$ cat src/rtl/stack_seq.sv
// stack_seq: multi-cycle stack push/pull/call/return engine that owns the stack pointer.
// Define STACK_GUARD_EN to suppress memory accesses that would wrap the stack pointer.
module stack_seq #(
    parameter int DATA_W = 8,
    parameter int ADDR_W = 16,
    parameter int SP_W = 8,
    parameter logic [ADDR_W-1:0] STACK_BASE = 16'h0100,
    parameter logic [SP_W-1:0] SP_RESET = 8'hFF
) (
    input  logic              CLK,
    input  logic              R,
    input  logic              CMD_VALID,
    output logic              CMD_READY,
    input  logic [2:0]        CMD,
    input  logic [ADDR_W-1:0] WDATA,
    output logic [ADDR_W-1:0] MEM_ADDR,
    output logic [DATA_W-1:0] MEM_DOUT,
    output logic              MEM_WE,
    input  logic [DATA_W-1:0] MEM_DIN,
    output logic [ADDR_W-1:0] RESULT,
    output logic              RES_VALID,
    output logic [SP_W-1:0]   SP,
    output logic              OVF,
    output logic              UNF
);
    localparam int NB = ADDR_W / DATA_W;
    localparam int CW = NB > 1 ? $clog2(NB) : 1;
    localparam logic [CW-1:0] LAST = CW'(NB - 1);
`ifdef STACK_GUARD_EN
    localparam bit GUARD = 1'b1;
`else
    localparam bit GUARD = 1'b0;
`endif
    localparam logic [2:0] C_PUSH = 3'd0, C_PULL = 3'd1, C_CALL = 3'd2, C_RET = 3'd3, C_SPLD = 3'd4;
    typedef enum logic [2:0] {IDLE, WR, RD_A, RD_D, DONE} state_t;
    state_t state;
    logic [2:0] cmd_q;
    logic [ADDR_W-1:0] wdata_q;
    logic [CW-1:0] cnt;
    logic [CW-1:0] idx;
    logic blk;
    logic multi;
    logic sp_zero;
    logic sp_ones;
    logic wr_blk;
    logic rd_blk;
    logic [SP_W-1:0] off;
    logic [DATA_W-1:0] rbyte;
    assign multi = cmd_q == C_CALL || cmd_q == C_RET;
    assign sp_zero = SP == '0;
    assign sp_ones = &SP;
    assign wr_blk = GUARD && sp_zero;
    assign rd_blk = GUARD && sp_ones;
    // CALL emits the most-significant byte first so RET can rebuild LSB-first
    assign idx = cmd_q == C_CALL ? LAST - cnt : '0;
    assign rbyte = blk ? '0 : MEM_DIN;
    assign off = state == RD_A ? SP + 1'b1 : SP;
    assign CMD_READY = state == IDLE;
    assign RES_VALID = state == DONE;
    assign MEM_WE = state == WR && !wr_blk;
    assign MEM_DOUT = wdata_q[idx*DATA_W +: DATA_W];
    assign MEM_ADDR = STACK_BASE | ADDR_W'(off);
    always_ff @(posedge CLK or negedge R) begin
        if (!R) begin
            state <= IDLE;
            SP <= SP_RESET;
            RESULT <= '0;
            OVF <= 1'b0;
            UNF <= 1'b0;
            cmd_q <= '0;
            wdata_q <= '0;
            cnt <= '0;
            blk <= 1'b0;
        end else begin
            case (state)
                IDLE: if (CMD_VALID) begin
                    cmd_q <= CMD;
                    wdata_q <= WDATA;
                    cnt <= '0;
                    state <= CMD == C_PUSH || CMD == C_CALL ? WR :
                             CMD == C_PULL || CMD == C_RET ? RD_A : DONE;
                    if (CMD == C_SPLD) begin
                        SP <= WDATA[SP_W-1:0];
                        OVF <= 1'b0;
                        UNF <= 1'b0;
                    end
                end
                WR: begin
                    if (sp_zero) OVF <= 1'b1;
                    if (!wr_blk) SP <= SP - 1'b1;
                    cnt <= cnt + 1'b1;
                    if (!multi || cnt == LAST) state <= DONE;
                end
                RD_A: begin
                    if (sp_ones) UNF <= 1'b1;
                    if (!rd_blk) SP <= SP + 1'b1;
                    blk <= rd_blk;
                    state <= RD_D;
                end
                RD_D: begin
                    if (cnt == '0) RESULT <= ADDR_W'(rbyte);
                    else RESULT[cnt*DATA_W +: DATA_W] <= rbyte;
                    cnt <= cnt + 1'b1;
                    state <= !multi || cnt == LAST ? DONE : RD_A;
                end
                default: state <= IDLE;
            endcase
        end
    end
endmodule

$ cat config.mk
export PLATFORM = sky130hd
export DESIGN_NAME = stack_seq
export DESIGN_NICKNAME = d
export VERILOG_FILES = /design/src/rtl/stack_seq.sv
export SDC_FILE = /design/constraint.sdc
export NUM_CORES = 1
export LEC_CHECK = 0
export BUFFER_PORTS_ARGS = -buffer_cell sky130_fd_sc_hd__buf_2
export CAP_MARGIN = 20
export CORE_MARGIN = 4
export CORE_UTILIZATION = 50
export CTS_CLUSTER_DIAMETER = 30
export DETAILED_ROUTE_END_ITERATION = 7
export GPL_TIMING_DRIVEN = 1
export PLACE_DENSITY = 0.79
export SLEW_MARGIN = 5
export SYNTH_ARGS = -nofsm -noshare
export SYNTH_HDL_FRONTEND = slang
export SYNTH_SLANG_ARGS = --single-unit
$ cat constraint.sdc
create_clock -name CLK -period 5.8 [get_ports CLK]
set_input_delay 1.74 -clock CLK [delete_from_list [all_inputs] [get_ports CLK]]
set_output_delay 1.74 -clock CLK [all_outputs]
set_load 0.1 [all_outputs]
==> results.yml <==
run_status:
  outcome: "finished, final reports clean"
final_layout:
  drive_above_1_share_pct: 42.59
  final_common_cell: "buf_2"
  antenna_cells: 0
  area_growth_pct: 17.94
  nNetsFinal: 349
  layout_common_cells: "buf_2, dfrtp_1, mux2_2"
  utilization_pct: 60.56
synthesis:
  yosys_register_bits: 49
  syn_inst: 252
  synth.avg_cell_area_um2: 10.41
  yosysSeqAreaShare_pct: 47.14
  synth_area_mm2: 0.002623
  synth.distinct_cells: 57
  synthArstFlopShare_pct: 100.0
  synth_flop_cell: "dfrtp_1"
  ys.warnings.count: 0
  synth_enable_flop_cells: 0
run:
  drv_cap: 0
clock_network:
  numCtsBuffers: 5
  cts_num_sinks: 49
  clk_latency_ns: 0.29
  cts_resized: 0
  cts_max_path_buffers: 2
  post_cts_buffers: 0
  holdBufCountCts: 0
  htree_levels: 2
  clkTransAtPathRegs_ns: 0.08
  cts_tree: "done"
  clock-root-buffer: "clkbuf_8"
global_routing:
  grt_pass1_wl_mm: 9.177
  grt_max_degree: 50
  grt_pass1_vias: 1914
  overflow: 0
  antenna_found_initial: 0
  grtUsageTotal_pct: 18.17
setup_path:
  required_ns: 4.06
  worstReg2RegStart: "state[0]$_DFFE_PN0P_"
  r2r_slack_ns: 3.39
  end_kind: "output pin"
  r2r_end: "wdata_q[10]$_DFFE_PN0P_"
  cp_max_fo: 18
  arrival_ns: 2.62
  worstSetupPathType: "reg2out"
  reg2reg_depth: 3
  startpoint_type: "flip-flop"
sta:
  setup_viol: 0
  max-slew-margin-rel_pct: 42.45
  rsz0062_at_grt: "false"
  finalHoldViolCount: 0
  tns_ns: 0
  hold_slack_ns: 0.4809
  fmax_mhz: 229.5
  worst_pin_slew_ns: 0.8633
  period_needed_ns: 4.357
  maxSlewViolCount: 0
  finalCritPeriodShare_pct: 75.11
  skew_ns: 0.006474
min_path:
  min_to: "RESULT[8]$_DFFE_PN0P_"
  hold_depth: 2
  min-delay-start: "RESULT[8]$_DFFE_PN0P_"
  min_path_type: "reg2reg"
routing:
  wire_per_inst_um: 14.71
  routed_via_density: 5.398
  routed_wl_mm: 5.691
  firstDrtPassIters: 4
  first_iter_violations: 131
  drc: 0
  ant_nets: 0
  via_count: 2089
die:
  floorplan.initialDensity_pct: 51.35
  fp.dieW_um: 80.42
  placementRows: 26
  core_mm2: 0.005107
  die_area_mm2: 0.006467
  io_pins: 83
  die_y_um: 80.42
place:
  place.port_buffers: 74
  dp_hpwl_mm: 4.194
  gp_congestion: 0.8881
## worst max-delay path by stage
stage                                     from           to  slack, ns  cells past startpoint
after detailed placement  state[1]$_DFFE_PN0P_  MEM_ADDR[7]       1.77                      5
after CTS                 state[1]$_DFFE_PN0P_  MEM_ADDR[7]       1.43                      5
final                     state[1]$_DFFE_PN0P_  MEM_ADDR[7]       1.44                      5
after global routing      state[1]$_DFFE_PN0P_  MEM_ADDR[7]       1.29                      5
after floorplan              SP[2]$_DFFE_PN1P_  MEM_ADDR[5]       0.76                      4
after global placement    state[1]$_DFFE_PN0P_  MEM_ADDR[7]       1.81                      5
## critical path, cell delays in order (launching register included)
cell     delay (ns)
dfrtp_1        0.65
or3b_4         0.52
or3_4          0.44
nor2_1         0.13
xor2_1         0.14
buf_2          0.43
## logic make-up (layout without fill, tap and decap cells)
| group | Yosys count | count (layout) | share of synthesized area [%] |
|---|---|---|---|
| AO/OA/AOI/OAI | 47 | 47 | 12.41 |
| XOR/XNOR | 7 | 7 | 2.338 |
| adder cells (fa/ha/maj) | 3 | 3 | 1.431 |
| buffers and inverters | 32 | 91 | 6.393 |
| flip-flops | 49 | 49 | 47.14 |
| multiplexers | 36 | 36 | 15.41 |
| other | 2 | 8 | 0.2864 |
| AND/OR/NAND/NOR | 76 | 76 | 14.60 |
## layout make-up
class	count	area, um2
Clock buffer	7	86.33
Sequential cell	49	1236
Timing Repair Buffer	76	385.4
Multi-Input combinational cell	177	1241
Clock inverter	1	30.03
Tap cell	70	87.58
Fill cell	452	2014
Inverter	7	26.28
## Yosys cell counts, drive strengths merged, types with 3 or more instances
cell type,number,share of area [%]
dfrtp,41,39
mux2,35,15
nand2,30,4.3
o21ai,16,3.2
buf,15,4.0
nor2,13,2.0
clkbuf,10,1.4
nand3,9,1.7
dfstp,8,8.0
a21oi,6,1.1
inv,6,0.86
nor3,6,1.1
xor2,4,1.3
ha,3,1.4
nor4,3,0.95
xnor2,3,1.0
## metrics by stage
| step | instances | area [um2] | setup slack, ns |
|---|---|---|---|
| 4_1_cts | 387 | 3093 | 1.427 |
| 2_1_floorplan | 258 | 2645 | 0.7614 |
| 3_3_place_gp | 379 | 2977 | 1.815 |
| 3_5_place_dp | 379 | 2977 | 1.772 |
| 5_1_grt | 387 | 3093 | 1.288 |
| 6_report | 387 | 3093 | 1.443 |
## registers in the layout, summed over array words and instances (netlist names)
register / cells
OVF: 1
RESULT: 16
SP: 8
UNF: 1
cmd_q: 3
cnt: 1
state: 3
wdata_q: 16
## per-layer routing
layer  global-route usage, %  wire length [um]  share of wire [%]
met1                   25.94              2537                 45
met2                   27.32              2654                 47
met3                   4.596               414                7.3
met4                   5.236                85                1.5
met5                       0                 0                  0
Power is not shown: default switching activity piles up to over one toggle a cycle in this logic, so the estimate is an artifact.
